`src/rtl/axil_cmd_pkg.sv`:
```
// axil_cmd_pkg: shared types and constants for the AXI4-Lite command master
package axil_cmd_pkg;

    typedef enum logic [2:0] {
        IDLE,
        WADDR,
        WRESP,
        RADDR,
        RDATA,
        RSP
    } state_t;

    localparam logic [1:0] RESP_OKAY   = 2'b00;
    localparam logic [1:0] RESP_EXOKAY = 2'b01;
    localparam logic [1:0] RESP_SLVERR = 2'b10;
    localparam logic [1:0] RESP_DECERR = 2'b11;

    // Widest address a command can carry; narrower buses use the low bits.
    localparam int CMD_ADDR_W = 32;
    localparam int CMD_DATA_W = 32;

    typedef struct packed {
        logic                  write;
        logic [CMD_ADDR_W-1:0] addr;
        logic [CMD_DATA_W-1:0] wdata;
        logic [3:0]            wstrb;
    } cmd_t;

endpackage

```
`src/rtl/axil_cmd_buf.sv`:
```
// axil_cmd_buf: one-entry command register used to prefetch the next command
// Ports: clk_i/rst_i (async active-high), push_i loads cmd_i, pop_i empties,
//        full_o flags occupancy, cmd_o holds the stored command.
module axil_cmd_buf
    import axil_cmd_pkg::*;
(
    input  logic clk_i,
    input  logic rst_i,
    input  logic push_i,
    input  logic pop_i,
    input  cmd_t cmd_i,
    output logic full_o,
    output cmd_t cmd_o
);

    logic full_q;
    cmd_t cmd_q;

    always_ff @(posedge clk_i or posedge rst_i) begin
        if (rst_i) begin
            full_q <= 1'b0;
            cmd_q  <= '0;
        end else if (push_i) begin
            full_q <= 1'b1;
            cmd_q  <= cmd_i;
        end else if (pop_i) begin
            full_q <= 1'b0;
        end
    end

    assign full_o = full_q;
    assign cmd_o  = cmd_q;

endmodule

```
`src/rtl/axil_cmd_master.sv`:
```
// axil_cmd_master: AXI4-Lite initiator turning single-beat commands into read/write transactions
// Ports: M_AXI_ACLK/M_AXI_ARESET (async active-high); cmd_* valid/ready command input;
//        rsp_* valid/ready response output; M_AXI_* standard AXI4-Lite master channels.
// Option: define AXIL_CMD_PREFETCH_EN to add a one-entry command buffer (axil_cmd_buf).
module axil_cmd_master
    import axil_cmd_pkg::*;
#(
    parameter int C_M_AXI_ADDR_WIDTH = 32,
    parameter int C_M_AXI_DATA_WIDTH = 32
) (
    input  logic                          M_AXI_ACLK,
    input  logic                          M_AXI_ARESET,
    input  logic                          cmd_valid,
    output logic                          cmd_ready,
    input  logic                          cmd_write,
    input  logic [C_M_AXI_ADDR_WIDTH-1:0] cmd_addr,
    input  logic [C_M_AXI_DATA_WIDTH-1:0] cmd_wdata,
    input  logic [3:0]                    cmd_wstrb,
    output logic                          rsp_valid,
    input  logic                          rsp_ready,
    output logic [C_M_AXI_DATA_WIDTH-1:0] rsp_rdata,
    output logic [1:0]                    rsp_resp,
    output logic                          rsp_write,
    output logic [C_M_AXI_ADDR_WIDTH-1:0] M_AXI_AWADDR,
    output logic [2:0]                    M_AXI_AWPROT,
    output logic                          M_AXI_AWVALID,
    input  logic                          M_AXI_AWREADY,
    output logic [C_M_AXI_DATA_WIDTH-1:0] M_AXI_WDATA,
    output logic [3:0]                    M_AXI_WSTRB,
    output logic                          M_AXI_WVALID,
    input  logic                          M_AXI_WREADY,
    input  logic [1:0]                    M_AXI_BRESP,
    input  logic                          M_AXI_BVALID,
    output logic                          M_AXI_BREADY,
    output logic [C_M_AXI_ADDR_WIDTH-1:0] M_AXI_ARADDR,
    output logic [2:0]                    M_AXI_ARPROT,
    output logic                          M_AXI_ARVALID,
    input  logic                          M_AXI_ARREADY,
    input  logic [C_M_AXI_DATA_WIDTH-1:0] M_AXI_RDATA,
    input  logic [1:0]                    M_AXI_RRESP,
    input  logic                          M_AXI_RVALID,
    output logic                          M_AXI_RREADY
);

    if (C_M_AXI_DATA_WIDTH != CMD_DATA_W || C_M_AXI_ADDR_WIDTH > CMD_ADDR_W) begin : g_bad_width
        $error("axil_cmd_master: data width must be 32 and address width at most 32");
    end

    state_t state_q;
    cmd_t   cmd_c;
    cmd_t   src_c;
    logic   cmd_fire;
    logic   start;
    logic   start_valid;
    logic   launch;

    assign cmd_c = '{write: cmd_write, addr: CMD_ADDR_W'(cmd_addr), wdata: cmd_wdata, wstrb: cmd_wstrb};
    assign cmd_fire = cmd_valid && cmd_ready;
    // A new transaction may begin from IDLE or on the edge that consumes the response.
    assign start = state_q == IDLE || (state_q == RSP && rsp_ready);
    assign launch = start && start_valid;
    assign M_AXI_AWPROT = 3'b000;
    assign M_AXI_ARPROT = 3'b000;

`ifdef AXIL_CMD_PREFETCH_EN
    logic buf_full;
    cmd_t buf_cmd;

    // The buffered command has priority; a command arriving while the buffer is
    // empty starts directly if a start slot is open, otherwise it is parked.
    assign cmd_ready   = !buf_full && !M_AXI_ARESET;
    assign src_c       = buf_full ? buf_cmd : cmd_c;
    assign start_valid = buf_full || cmd_fire;

    axil_cmd_buf u_buf (
        .clk_i (M_AXI_ACLK),
        .rst_i (M_AXI_ARESET),
        .push_i(cmd_fire && !start),
        .pop_i (start && buf_full),
        .cmd_i (cmd_c),
        .full_o(buf_full),
        .cmd_o (buf_cmd)
    );
`else
    assign cmd_ready   = state_q == IDLE && !M_AXI_ARESET;
    assign src_c       = cmd_c;
    assign start_valid = cmd_fire;
`endif

    always_ff @(posedge M_AXI_ACLK or posedge M_AXI_ARESET) begin
        if (M_AXI_ARESET) begin
            state_q       <= IDLE;
            M_AXI_AWADDR  <= '0;
            M_AXI_AWVALID <= 1'b0;
            M_AXI_WDATA   <= '0;
            M_AXI_WSTRB   <= '0;
            M_AXI_WVALID  <= 1'b0;
            M_AXI_BREADY  <= 1'b0;
            M_AXI_ARADDR  <= '0;
            M_AXI_ARVALID <= 1'b0;
            M_AXI_RREADY  <= 1'b0;
            rsp_valid     <= 1'b0;
            rsp_rdata     <= '0;
            rsp_resp      <= RESP_OKAY;
            rsp_write     <= 1'b0;
        end else begin
            case (state_q)
                IDLE: ;
                WADDR: begin
                    if (M_AXI_AWREADY) M_AXI_AWVALID <= 1'b0;
                    if (M_AXI_WREADY) M_AXI_WVALID <= 1'b0;
                    // Each channel is done once its VALID has dropped or handshakes now.
                    if ((!M_AXI_AWVALID || M_AXI_AWREADY) && (!M_AXI_WVALID || M_AXI_WREADY)) begin
                        state_q      <= WRESP;
                        M_AXI_BREADY <= 1'b1;
                    end
                end
                WRESP: begin
                    if (M_AXI_BVALID) begin
                        state_q      <= RSP;
                        M_AXI_BREADY <= 1'b0;
                        rsp_valid    <= 1'b1;
                        rsp_resp     <= M_AXI_BRESP;
                        rsp_rdata    <= '0;
                    end
                end
                RADDR: begin
                    if (M_AXI_ARREADY) begin
                        state_q       <= RDATA;
                        M_AXI_ARVALID <= 1'b0;
                        M_AXI_RREADY  <= 1'b1;
                    end
                end
                RDATA: begin
                    if (M_AXI_RVALID) begin
                        state_q      <= RSP;
                        M_AXI_RREADY <= 1'b0;
                        rsp_valid    <= 1'b1;
                        rsp_resp     <= M_AXI_RRESP;
                        rsp_rdata    <= M_AXI_RDATA;
                    end
                end
                RSP: begin
                    if (rsp_ready) begin
                        state_q   <= IDLE;
                        rsp_valid <= 1'b0;
                    end
                end
                default: state_q <= IDLE;
            endcase
            // Launch overrides the RSP->IDLE transition above.
            if (launch) begin
                rsp_write <= src_c.write;
                if (src_c.write) begin
                    state_q       <= WADDR;
                    M_AXI_AWADDR  <= src_c.addr[C_M_AXI_ADDR_WIDTH-1:0];
                    M_AXI_WDATA   <= src_c.wdata;
                    M_AXI_WSTRB   <= src_c.wstrb;
                    M_AXI_AWVALID <= 1'b1;
                    M_AXI_WVALID  <= 1'b1;
                end else begin
                    state_q       <= RADDR;
                    M_AXI_ARADDR  <= src_c.addr[C_M_AXI_ADDR_WIDTH-1:0];
                    M_AXI_ARVALID <= 1'b1;
                end
            end
        end
    end

endmodule

```
`config.mk`:
```
export PLATFORM = sky130hd
export DESIGN_NAME = axil_cmd_master
export DESIGN_NICKNAME = d
export VERILOG_FILES = /design/src/rtl/axil_cmd_pkg.sv /design/src/rtl/axil_cmd_buf.sv /design/src/rtl/axil_cmd_master.sv
export SDC_FILE = /design/constraint.sdc
export NUM_CORES = 1
export LEC_CHECK = 0
export ABC_AREA = 1
export CORE_MARGIN = 3
export CORE_UTILIZATION = 40
export CTS_BUF_LIST = sky130_fd_sc_hd__clkbuf_4
export DETAILED_ROUTE_END_ITERATION = 16
export HOLD_SLACK_MARGIN = 0.06
export PLACE_DENSITY = 0.77
export REMOVE_ABC_BUFFERS = 1
export SYNTH_ARGS = -nofsm -noshare
export SYNTH_HDL_FRONTEND = slang
export SYNTH_HIERARCHICAL = 1
export SYNTH_SLANG_ARGS = --single-unit
```
`constraint.sdc`:
```
create_clock -name M_AXI_ACLK -period 6.8 [get_ports M_AXI_ACLK]
set_input_delay 0.68 -clock M_AXI_ACLK [delete_from_list [all_inputs] [get_ports M_AXI_ACLK]]
set_output_delay 0.68 -clock M_AXI_ACLK [all_outputs]
set_load 0.02 [all_outputs]
```
# Word level (Yosys, flattened, before mapping)
# Index checks and enable logic that the tools add are counted.
# classes
muxes	36
n_reduce_logical	23
bitwise_logic	1
n_eq_ne	16
# ops
cell	count
$mux 32	2
$pmux 32 s2	1
$mux 1	19
$mux 3	6
$pmux 3 s6	1
$ne 3x3->1 const B	5
$ne 2x2->1 const B	6
$reduce_and 3->1	3
$eq 3x2->1 const B	2
$eq 3x3->1 const B	2
$mux 2	3
$reduce_and 6->1	1
$reduce_bool 2->1	3
$logic_and 1x1->1	5
$pmux 1 s2	2
$pmux 2 s2	1
$reduce_and 2->1	2
$reduce_and 4->1	1
$eq 3x1->1 const B	1
$logic_not 1->1	3
$logic_not 3->1	1
$logic_or 1x1->1	3
$pmux 1 s3	1
$reduce_bool 3->1	1
$not 1->1	1
# totals
out_inout_bits	148
reg_bits	144
elab_cells	90

# Longest topological paths before layout
# depth
ltp_word	6
mapped_depth	9

# Least setup slack after synthesis
# No wires, ideal clock.
# synth_timing
kind	input to register
start	in M_AXI_ARESET
end	reg M_AXI_AWADDR[17]
arrival_time_ps	4768
slack_ps	1915
path_stages	7
required_time_ps	6683
setup_time_ps	117
path_cell_list	inv_1 > nand4_4 > nor2_4 > inv_2 > buf_2 > nand2_1 > nand2_1
# synth_via
elab_chain_cells	5
# synth_lines
element	line_no	rtl
from (decl)	axil_cmd_master.sv:12	input logic M_AXI_ARESET,
$logic_not 1->1 (no line)	-	
$logic_and 1x1->1	axil_cmd_master.sv:85	assign cmd_ready = state_q == IDLE && !M_AXI_ARESET;
$logic_and 1x1->1	axil_cmd_master.sv:58	assign cmd_fire = cmd_valid && cmd_ready;
$logic_and 1x1->1	axil_cmd_master.sv:61	assign launch = start && start_valid;
$reduce_and 2->1 (no line)	-	
to (signal assigned)	axil_cmd_master.sv:156	M_AXI_AWADDR <= src_c.addr[C_M_AXI_ADDR_WIDTH-1:0];
to (decl)	axil_cmd_master.sv:24	output logic [C_M_AXI_ADDR_WIDTH-1:0] M_AXI_AWADDR,
# No other way between the ends.
# A chain may end at the register's enable or synchronous reset.

# Worst setup path after layout
# layout_timing
start	in M_AXI_ARESET
end	reg M_AXI_ARADDR[10]
# layout_via
elab_chain_cells	5
# layout_lines
element	line_no	rtl
$logic_not 1->1 (no line)	-	
$logic_and 1x1->1	axil_cmd_master.sv:85	
$logic_and 1x1->1	axil_cmd_master.sv:58	
$logic_and 1x1->1	axil_cmd_master.sv:61	
$reduce_and 2->1 (no line)	-	
to (signal assigned)	axil_cmd_master.sv:163	M_AXI_ARADDR <= src_c.addr[C_M_AXI_ADDR_WIDTH-1:0];
to (decl)	axil_cmd_master.sv:35	output logic [C_M_AXI_ADDR_WIDTH-1:0] M_AXI_ARADDR,
# No other way between the ends.

==> flow_summary.html <==
<table>
<tr><th>Metric</th><th>Value</th></tr>
<tr><th colspan="2">Drt</th></tr>
<tr><td>First-iteration detailed-routing DRC count</td><td>206</td></tr>
<tr><td>Sum of routed wire length over all layers</td><td>16,200 um</td></tr>
<tr><td>Routed wire per std cell</td><td>14.6 um</td></tr>
<tr><td>Post-DR vias/cell</td><td>4.63</td></tr>
<tr><td>DRC viols</td><td>0</td></tr>
<tr><td>Drt first pass iters</td><td>4</td></tr>
<tr><td>Total via count after detailed routing</td><td>5,148</td></tr>
<tr><td>DRT antenna net count</td><td>0</td></tr>
<tr><th colspan="2">STA</th></tr>
<tr><td>Share of the clock period used by the worst path</td><td>42.4%</td></tr>
<tr><td>RSZ-0062 raised after global routing</td><td>false</td></tr>
<tr><td>Final count of hold timing violations</td><td>0</td></tr>
<tr><td>Final number of setup-violating endpoints</td><td>0</td></tr>
<tr><td>Setup TNS Final</td><td>0 ns</td></tr>
<tr><td>Fmax</td><td>0.347 GHz</td></tr>
<tr><td>Skew final</td><td>0.0166 ns</td></tr>
<tr><td>Final critical-path required period</td><td>2.88 ns</td></tr>
<tr><td>Number of pins with negative max-slew slack in the final report</td><td>0</td></tr>
<tr><td>Slew of the pin with the lowest slew margin</td><td>0.942 ns</td></tr>
<tr><td>Worst slew slack as a fraction of its limit</td><td>36.8%</td></tr>
<tr><th colspan="2">Final layout</th></tr>
<tr><td>Final instance area</td><td>8740 um^2</td></tr>
<tr><td>Most common library cell in the layout ignoring fill and taps</td><td>nand2_1</td></tr>
<tr><td>Most frequent cells in the layout</td><td>nand2_1 (401), clkdlybuf4s50_1 (255), dfrtp_1 (144)</td></tr>
<tr><td>Share of final-layout standard cells stronger than drive strength 1</td><td>5.37%</td></tr>
<tr><td>Layout Nets</td><td>1,033</td></tr>
<tr><td>Area overhead of the layout relative to synthesis</td><td>49.3%</td></tr>
<tr><th colspan="2">Critical path</th></tr>
<tr><td>Class of the most critical setup path</td><td>primary input to register</td></tr>
<tr><td>Kind of launch point of the worst setup path</td><td>primary input</td></tr>
<tr><td>Capturing point of the worst reg2reg path</td><td>M_AXI_ARADDR[10]</td></tr>
<tr><td>Worst setup slack for register-to-register paths</td><td>4.50 ns</td></tr>
<tr><td>Number of cells traversed by the worst register-to-register path</td><td>6</td></tr>
<tr><td>Kind of end point of the critical path</td><td>register</td></tr>
<tr><td>Peak fanout along the critical path</td><td>79</td></tr>
<tr><td>RR Startpoint</td><td>state_q[0]</td></tr>
<tr><td>Crit path DAT</td><td>3.30 ns</td></tr>
<tr><td>Worst EP required</td><td>7.22 ns</td></tr>
<tr><th colspan="2">Floorplan</th></tr>
<tr><td>I/O pin count</td><td>262</td></tr>
<tr><td>Std cell rows</td><td>43</td></tr>
<tr><td>Placeable core region</td><td>14,100 um^2</td></tr>
<tr><td>X dimension of the die</td><td>127 um</td></tr>
<tr><td>Die H</td><td>127 um</td></tr>
<tr><td>Starting density of the core</td><td>41.6%</td></tr>
<tr><td>Die Footprint</td><td>16,100 um^2</td></tr>
<tr><th colspan="2">Clocking</th></tr>
<tr><td>Post-CTS setup buffer count</td><td>0</td></tr>
<tr><td>Number of buffers created by CTS</td><td>17</td></tr>
<tr><td>Hold Buf Count CTS</td><td>0</td></tr>
<tr><td>Clock sink count</td><td>144</td></tr>
<tr><td>Clock tree from TritonCTS</td><td>done</td></tr>
<tr><td>Total number of H-tree levels</td><td>4</td></tr>
<tr><td>Post-cts sizing count</td><td>0</td></tr>
<tr><td>Clock-pin slew on the worst setup and hold paths</td><td>0.12 ns</td></tr>
<tr><td>Root Buffer Master</td><td>clkbuf_4</td></tr>
<tr><td>Deepest clock path buffer count</td><td>2</td></tr>
<tr><td>Clock insertion delay at the later pin of the skew report</td><td>0.54 ns</td></tr>
<tr><th colspan="2">Placed design</th></tr>
<tr><td>Final HPWL from detailed placement</td><td>11,500 um</td></tr>
<tr><td>Count of input and output buffers</td><td>255</td></tr>
<tr><td>Cell Area, Placed</td><td>8420 um^2</td></tr>
<tr><td>RD Place Congestion</td><td>0.795</td></tr>
<tr><th colspan="2">Logic synthesis</th></tr>
<tr><td>Average cell area after synthesis</td><td>8.72 um^2</td></tr>
<tr><td>Number of unique standard cell types used by synthesis</td><td>23</td></tr>
<tr><td>Number of synthesis warnings</td><td>6</td></tr>
<tr><td>Sequential area share after synthesis</td><td>61.5%</td></tr>
<tr><td>Post-synthesis instance total</td><td>672</td></tr>
<tr><td>Combined area of all synthesized cells</td><td>5860 um^2</td></tr>
<tr><td>Flop and latch count out of synthesis</td><td>144</td></tr>
<tr><th colspan="2">Global route</th></tr>
<tr><td>GR Overflow Total</td><td>0</td></tr>
<tr><td>Global-route wire length before repair</td><td>26,100 um</td></tr>
<tr><td>Aggregate global-route resource usage</td><td>20.5%</td></tr>
<tr><td>Pin count of the biggest net entering global routing</td><td>80</td></tr>
<tr><td>Vias in the first global route</td><td>5,171</td></tr>
<tr><td>Initial antenna violation count</td><td>1</td></tr>
<tr><th colspan="2">Worst hold path</th></tr>
<tr><td>Hold depth</td><td>2</td></tr>
<tr><td>Critical hold path startpoint</td><td>M_AXI_WDATA[19]</td></tr>
<tr><td>Terminating pin of the worst hold path</td><td>M_AXI_WDATA[19]</td></tr>
<tr><td>Hold Path Class</td><td>register to register</td></tr>
<tr><th colspan="2">Power and ir drop</th></tr>
<tr><td>Maximum vdd ir drop</td><td>0.257 mV</td></tr>
<tr><td>Power Density</td><td>464 nW/um^2</td></tr>
<tr><td>Leakage power</td><td>4.41 nW</td></tr>
<tr><th colspan="2">Run status</th></tr>
<tr><td>Run status</td><td>completed</td></tr>
<tr><th colspan="2">Flow run</th></tr>
<tr><td>Max Cap Viol</td><td>0</td></tr>
</table>
## power by group
| group | switching [mW] | internal, mW | total [mW] | leakage [nW] |
|---|---|---|---|---|
| registers | 0.221 | 1.24 | 1.46 | 1.84 |
| clock network | 0.310 | 0.289 | 0.600 | 0.156 |
| logic | 1.10 | 0.892 | 1.99 | 2.41 |
| total | 1.63 | 2.42 | 4.05 | 4.41 |
## stage by stage
step,power (mW),hold slack (ns),util [%],cells,setup slack (ns)
6_report,4.05,0.483,62.0,1112,3.92
5_1_grt,4.33,0.501,62.0,1112,3.57
4_1_cts,4.11,0.486,62.0,1111,3.84
3_5_place_dp,3.49,0.457,59.8,1080,3.22
3_3_place_gp,3.46,0.452,59.8,1080,3.30
2_1_floorplan,2.44,0.553,-,642,0.816
## worst max-delay path, stage by stage
cell	delay, ns
clkdlybuf4s50_1	0.50
inv_6	0.55
nand4_4	0.24
nor2_4	0.63
inv_2	0.46
nand2_1	0.15
nand2_1	0.07
## Yosys cell counts, drive strengths merged
library cell	number	area, um^2
o31ai	1	7.51
conb	1	3.75
o21ai	5	25.0
o211ai	3	22.5
nand4	2	27.5
a21oi	1	5.00
clkinv	1	3.75
or2	2	12.5
nand2	404	1520
inv	21	81.3
dfrtp	144	3600
clkbuf	3	11.3
nand3	40	200
nor2	12	83.8
buf	32	246
## worst max path at each step
stage | startpoint | endpoint | cells after the start
after CTS | M_AXI_ARESET | M_AXI_ARADDR[1] | 7
after floorplan | M_AXI_ARESET | M_AXI_AWADDR[0] | 6
after detailed placement | M_AXI_ARESET | M_AXI_ARADDR[1] | 7
final | M_AXI_ARESET | M_AXI_ARADDR[10] | 7
after global routing | M_AXI_ARESET | M_AXI_ARADDR[12] | 7
after global placement | M_AXI_ARESET | M_AXI_ARADDR[11] | 7
## flip-flops by register name, indices dropped and copies added, names as in the netlist
| name | flops |
|---|---|
| M_AXI_ARADDR | 32 |
| M_AXI_ARVALID | 1 |
| M_AXI_AWADDR | 32 |
| M_AXI_AWVALID | 1 |
| M_AXI_BREADY | 1 |
| M_AXI_RREADY | 1 |
| M_AXI_WDATA | 32 |
| M_AXI_WSTRB | 4 |
| M_AXI_WVALID | 1 |
| rsp_rdata | 32 |
| rsp_resp | 2 |
| rsp_valid | 1 |
| rsp_write | 1 |
| state_q | 3 |
## cells by family (layout without fill, tap and decap cells)
family	after synthesis	count (layout)	synth area share, %
AO/OA/AOI/OAI	10	10	1.03
flip-flops	144	144	61.5
AND/OR/NAND/NOR	460	460	31.5
other	1	7	0.0640
buffers and inverters	57	311	5.85
## layout make-up
type,instances,area (um^2)
Antenna cell,1,2.50
Clock buffer,17,128
Clock inverter,14,190
Fill cell,1272,5350
Inverter,22,90.1
Multi-Input combinational cell,476,1930
Sequential cell,144,3600
Tap cell,180,225
Timing Repair Buffer,258,2570
## routing by layer
layer	global-route usage [%]	share of wire [%]	vias up
li1	-	-	2541
met1	24.6	40	2377
met2	33.0	48	211
met3	8.95	11	19
met4	7.26	1.4	0
met5	0	0	-
Power figures use the tool's default switching activity.
